### src/rtl/clock_set_arbiter.sv
// Round-robin button/UART arbiter producing one-cycle sec/min/hour increment strobes.
// Defining CLOCK_ARB_REPEAT_EN adds auto-repeat while a button is held.
module clock_set_arbiter #(
    parameter int GAP_CYC    = 2,
    parameter int REPEAT_CYC = 25000000
) (
    input  logic       clk,
    input  logic       rst,
    input  logic       i_btn_sec,
    input  logic       i_btn_min,
    input  logic       i_btn_hour,
    input  logic       i_uart_valid,
    input  logic [1:0] i_uart_sel,
    output logic       o_uart_ready,
    output logic       o_inc_sec,
    output logic       o_inc_min,
    output logic       o_inc_hour,
    output logic       o_src,
    output logic       o_busy
);
    typedef enum logic [1:0] {
        IDLE  = 2'd0,
        ISSUE = 2'd1,
        GAP   = 2'd2
    } state_t;

    state_t     state_q, state_d;
    logic [2:0] btn_prev_q, btn_prev_d;
    logic [2:0] btn_pend_q, btn_pend_d;
    logic       uart_pend_q, uart_pend_d;
    logic [1:0] uart_sel_q, uart_sel_d;
    logic       last_src_q, last_src_d;
    logic       grant_src_q, grant_src_d;
    logic [2:0] grant_tgt_q, grant_tgt_d;
    logic [7:0] gap_cnt_q, gap_cnt_d;
    logic [2:0] inc_q, inc_d;
    logic       src_q, src_d;
    logic       busy_q, busy_d;
    logic       ready_q, ready_d;

    logic [2:0] btn_in;
    logic [2:0] btn_rise;
    logic [2:0] btn_rep;
    logic       any_req;
    logic       pick_uart;
    logic [2:0] pick_tgt;
    logic       uart_acc;

    assign btn_in   = {i_btn_hour, i_btn_min, i_btn_sec};
    assign btn_rise = btn_in & ~btn_prev_q;
    assign uart_acc = i_uart_valid & ready_q;

`ifdef CLOCK_ARB_REPEAT_EN
    localparam int HW = $clog2(REPEAT_CYC + 1);

    logic [HW-1:0] hold_q [3];
    logic [HW-1:0] hold_d [3];

    // Counter restarts on each press and wraps every REPEAT_CYC held cycles.
    always_comb begin
        btn_rep = '0;
        for (int i = 0; i < 3; i++) begin
            hold_d[i] = '0;
            if (btn_in[i] && !btn_rise[i]) begin
                if (hold_q[i] == HW'(REPEAT_CYC - 1)) begin
                    btn_rep[i] = 1'b1;
                end else begin
                    hold_d[i] = hold_q[i] + HW'(1);
                end
            end
        end
    end

    always_ff @(posedge clk) begin
        for (int i = 0; i < 3; i++) begin
            if (!rst) begin
                hold_q[i] <= '0;
            end else begin
                hold_q[i] <= hold_d[i];
            end
        end
    end
`else
    logic unused_repeat;
    assign unused_repeat = ^REPEAT_CYC;
    assign btn_rep       = '0;
`endif

    // Alternate on a tie; buttons are fixed priority sec > min > hour.
    always_comb begin
        any_req   = (|btn_pend_q) | uart_pend_q;
        pick_uart = uart_pend_q & (~(|btn_pend_q) | ~last_src_q);
        pick_tgt  = 3'b000;
        if (pick_uart) begin
            unique case (uart_sel_q)
                2'd0:    pick_tgt = 3'b001;
                2'd1:    pick_tgt = 3'b010;
                2'd2:    pick_tgt = 3'b100;
                default: pick_tgt = 3'b000;
            endcase
        end else if (btn_pend_q[0]) begin
            pick_tgt = 3'b001;
        end else if (btn_pend_q[1]) begin
            pick_tgt = 3'b010;
        end else if (btn_pend_q[2]) begin
            pick_tgt = 3'b100;
        end
    end

    always_comb begin
        state_d     = state_q;
        btn_prev_d  = btn_in;
        btn_pend_d  = btn_pend_q;
        uart_pend_d = uart_pend_q;
        uart_sel_d  = uart_sel_q;
        last_src_d  = last_src_q;
        grant_src_d = grant_src_q;
        grant_tgt_d = grant_tgt_q;
        gap_cnt_d   = gap_cnt_q;
        inc_d       = 3'b000;
        src_d       = src_q;

        unique case (state_q)
            IDLE: begin
                if (any_req) begin
                    state_d     = ISSUE;
                    grant_src_d = pick_uart;
                    grant_tgt_d = pick_tgt;
                    inc_d       = pick_tgt;
                    src_d       = pick_uart;
                end
            end
            ISSUE: begin
                if (grant_src_q) begin
                    uart_pend_d = 1'b0;
                end else begin
                    btn_pend_d = btn_pend_q & ~grant_tgt_q;
                end
                last_src_d = grant_src_q;
                gap_cnt_d  = 8'(GAP_CYC - 1);
                state_d    = GAP;
            end
            GAP: begin
                // Issue straight out of the gap so strobes can be GAP_CYC+1 apart.
                if (gap_cnt_q != 8'd0) begin
                    gap_cnt_d = gap_cnt_q - 8'd1;
                end else if (any_req) begin
                    state_d     = ISSUE;
                    grant_src_d = pick_uart;
                    grant_tgt_d = pick_tgt;
                    inc_d       = pick_tgt;
                    src_d       = pick_uart;
                end else begin
                    state_d = IDLE;
                end
            end
            default: state_d = IDLE;
        endcase

        btn_pend_d = btn_pend_d | btn_rise | btn_rep;

        if (uart_acc && (i_uart_sel != 2'd3)) begin
            uart_pend_d = 1'b1;
            uart_sel_d  = i_uart_sel;
        end

        ready_d = ~(uart_pend_q | uart_pend_d);
        busy_d  = (state_d != IDLE) | (|btn_pend_d) | uart_pend_d;
    end

    always_ff @(posedge clk) begin
        if (!rst) begin
            state_q     <= IDLE;
            btn_prev_q  <= 3'b111;
            btn_pend_q  <= 3'b000;
            uart_pend_q <= 1'b0;
            uart_sel_q  <= 2'd0;
            last_src_q  <= 1'b1;
            grant_src_q <= 1'b0;
            grant_tgt_q <= 3'b000;
            gap_cnt_q   <= 8'd0;
            inc_q       <= 3'b000;
            src_q       <= 1'b0;
            busy_q      <= 1'b0;
            ready_q     <= 1'b0;
        end else begin
            state_q     <= state_d;
            btn_prev_q  <= btn_prev_d;
            btn_pend_q  <= btn_pend_d;
            uart_pend_q <= uart_pend_d;
            uart_sel_q  <= uart_sel_d;
            last_src_q  <= last_src_d;
            grant_src_q <= grant_src_d;
            grant_tgt_q <= grant_tgt_d;
            gap_cnt_q   <= gap_cnt_d;
            inc_q       <= inc_d;
            src_q       <= src_d;
            busy_q      <= busy_d;
            ready_q     <= ready_d;
        end
    end

    assign o_inc_sec    = inc_q[0];
    assign o_inc_min    = inc_q[1];
    assign o_inc_hour   = inc_q[2];
    assign o_src        = src_q;
    assign o_busy       = busy_q;
    assign o_uart_ready = ready_q;

endmodule

### config.mk
export PLATFORM = sky130hd
export DESIGN_NAME = clock_set_arbiter
export DESIGN_NICKNAME = d
export VERILOG_FILES = /design/src/rtl/clock_set_arbiter.sv
export SDC_FILE = /design/constraint.sdc
export NUM_CORES = 1
export LEC_CHECK = 0
export BUFFER_PORTS_ARGS = -buffer_cell sky130_fd_sc_hd__buf_2
export CORE_MARGIN = 8
export CORE_UTILIZATION = 51
export DETAILED_ROUTE_END_ITERATION = 7
export GPL_TIMING_DRIVEN = 0
export PLACE_DENSITY = 0.73
export SYNTH_ARGS = -nofsm -noshare
export SYNTH_HDL_FRONTEND = slang
export SYNTH_SLANG_ARGS = --single-unit
### constraint.sdc
create_clock -name clk -period 1.7 [get_ports clk]
set_input_delay 0.085 -clock clk [delete_from_list [all_inputs] [get_ports clk]]
set_output_delay 0.085 -clock clk [all_outputs]
set_load 0.005 [all_outputs]
==> impl_metrics.tcl <==
set metrics [dict create \
    postSynthAreaPerCell_um2 9.05 \
    wirelength_um 2850 \
    grt_overflow_total 0 \
    whs_ns 0.0112 \
    rsz0062_at_grt "true" \
    drt-initial-drc-count 58 \
    irDropWorstVdd_v 0.000698 \
    worstHoldPathType "input port to register" \
    synth-seq-cells 29 \
    powerDensity_nw_per_um2 1000 \
    grt_max_degree 11 \
    dp_slack_ns -0.136 \
    crit_required_ns 1.94 \
    yosysTopAreaCell "dfxtp_1" \
    final_cell_area_um2 1630 \
    final_hold_viol_count 0 \
    syn_nets 155 \
    fillCellCount 212 \
    place.gp.congestion 0.798 \
    yosysSeqAreaShare_pct 44.2 \
    hpwl_um 1940 \
    ant_nets 0 \
    utilization_pct 66.4 \
    max_freq_mhz 597 \
    grt_use_total_pct 13.6 \
    drc_errors 0 \
    insertion_delay_ns 0.33 \
    cp_max_fo 7 \
    start_util_pct 53.5 \
    antenna_found_initial 0 \
    core_area_um2 2450 \
    synth_top_cell_area_share_pct 44.2 \
    first_global_vias 1023 \
    layout-drive-gt1-share_pct 26.3 \
    period_minus_slack_ns 1.67 \
    cts-root-buf "clkbuf_4" \
    p_leak_nw 0.652 \
    clkSinkCount 29 \
    die_h_um 66.7 \
    async_flop_share_pct 0 \
    yosysWarningCount 0 \
    ys.flop_type "dfxtp_1" \
    io_pins 14 \
    row_count 18 \
    num_vias 1111 \
    post_drt_wl_per_cell_um 13.9 \
    synthTopCellsByArea "dfxtp_1, nor2_1, a21oi_1" \
    outcome "finished, final reports clean" \
    finalSetupTns_ns 0 \
    avgViaCountPerCell 5.42 \
    dr.pass1.iters 4 \
    dpl-instance-area_um2 1430 \
    setup_violations 0 \
    fin_cells 205 \
    synth_cells 145 \
    place_inst 188 \
    setup_slack_ns 0.0257 \
    cap_violations 0 \
    synth.most_common_cell "dfxtp_1" \
    die_w_um 66.7 \
    cp_data_arrival_time_ns 1.91 \
    dieArea_um2 4450 \
    syn2layout_area_growth_pct 24.1 \
    r2r_cells 7 \
    port_buffers 13 \
    synth_common_cells "dfxtp_1, nor2_1, a21oi_1" \
    hold_depth 3 \
    finalClockSkew_ns 0.00837 \
    antennaDiodeCount 0 \
    startpoint_type "register" \
    htreeDepth 2 \
    synth.distinct_cells 40 \
    cts_buffers 5 \
    power_mw 1.63 \
    synth-edff-count 0 \
    cts_tree "yes" \
    slew_headroom_pct 63.3 \
    synth_area_um2 1310 \
    min_period_over_period_pct 98.5 \
    cts_max_path_buffers 2 \
    grt_pass1_wl_um 4620 \
    nNetsFinal 184 \
    timing.final.max_slew_violations 0 \
    clk_pin_slew_worst_paths_ns 0.09 \
    critPathKind "register to register" \
    endpoint_kind "register" \
    tightest_slew_ns 0.546 \
]
final timing paths:
| kind | from | to | slack, ns |
|---|---|---|---|
| worst min register to register | grant_tgt_q[0]$_SDFFE_PN0P_ | grant_tgt_q[0]$_SDFFE_PN0P_ | 0.50 |
| worst min-delay path | i_uart_sel[0] | uart_sel_q[0]$_SDFFE_PN0P_ | 0.01 |
| worst max register to register | gap_cnt_q[0]$_SDFFE_PN0P_ | gap_cnt_q[1]$_SDFFE_PN0P_ | 0.03 |
| worst max-delay path | gap_cnt_q[0]$_SDFFE_PN0P_ | gap_cnt_q[1]$_SDFFE_PN0P_ | 0.03 |
where the power goes:
group          total [mW]  internal, mW  leakage, nW  switching [mW]
clock               0.591         0.351       0.0455           0.240
sequential          0.757         0.723        0.239          0.0339
combinational       0.284         0.132        0.367           0.152
sequential cells by signal (all words and copies together) (netlist names):
signal        count
gap_cnt_q         8
btn_pend_q        3
btn_prev_q        3
grant_tgt_q       3
inc_q             3
state_q           2
uart_sel_q        2
grant_src_q       1
last_src_q        1
o_busy            1
o_uart_ready      1
uart_pend_q       1
layout by cell type (no fill, tap or decap), types with 4 or more instances in the layout:
cell	synthesis	routed
mux2i_1	4	4
nand2b_1	8	8
dfxtp_1	29	25
nand2_1	4	4
a21oi_1	10	9
o21ai_0	4	4
buf_2	1	14
clkbuf_1	5	5
clkbuf_4	0	5
buf_4	0	7
nor2_1	19	18
worst max-delay path, stage by stage, from the launching register on:
cell and delay, ns:
dfxtp_2 0.33, inv_2 0.07, ha_4 0.13, or3b_4 0.43, buf_6 0.15, o21ai_4 0.22
nor2_1 0.07, o21a_1 0.18
cell families after synthesis:
group	Yosys count	synth area share, %
buf+inv	12	4.10
fa+ha+maj	2	1.91
simple gates	62	27.2
compound gates	33	17.5
mux	4	3.05
flops	29	44.2
xor+xnor	3	2.00
area by class of cell:
class	instances	area [um^2]	area share [%]
Multi-Input combinational cell	104	721	44.2
Sequential cell	29	588	36.1
Timing Repair Buffer	24	159	9.75
Clock buffer	7	55.1	3.38
Tap cell	30	37.5	2.30
Clock inverter	1	30.0	1.84
Buffer	5	20.0	1.23
Inverter	5	18.8	1.15
repair_timing:
action | in CTS | in global routing
endpoints found under the hold margin | 3 | 0
endpoints found under the setup margin | 16 | 6
gates resized for setup | 9 | 7
buffers inserted | 3 | 5
hold buffers | 3 | 0
pin swaps | 3 | 6
per-layer routing:
metal  GRT usage, %  share of wire, %  vias up
met4           8.00               1.9        0
met3           5.03               5.0        7
met5              0                 0        -
met2           20.0                45       23
met1           16.6                47      500
li1               -                 -      581
(Power assumes the default switching activity.)
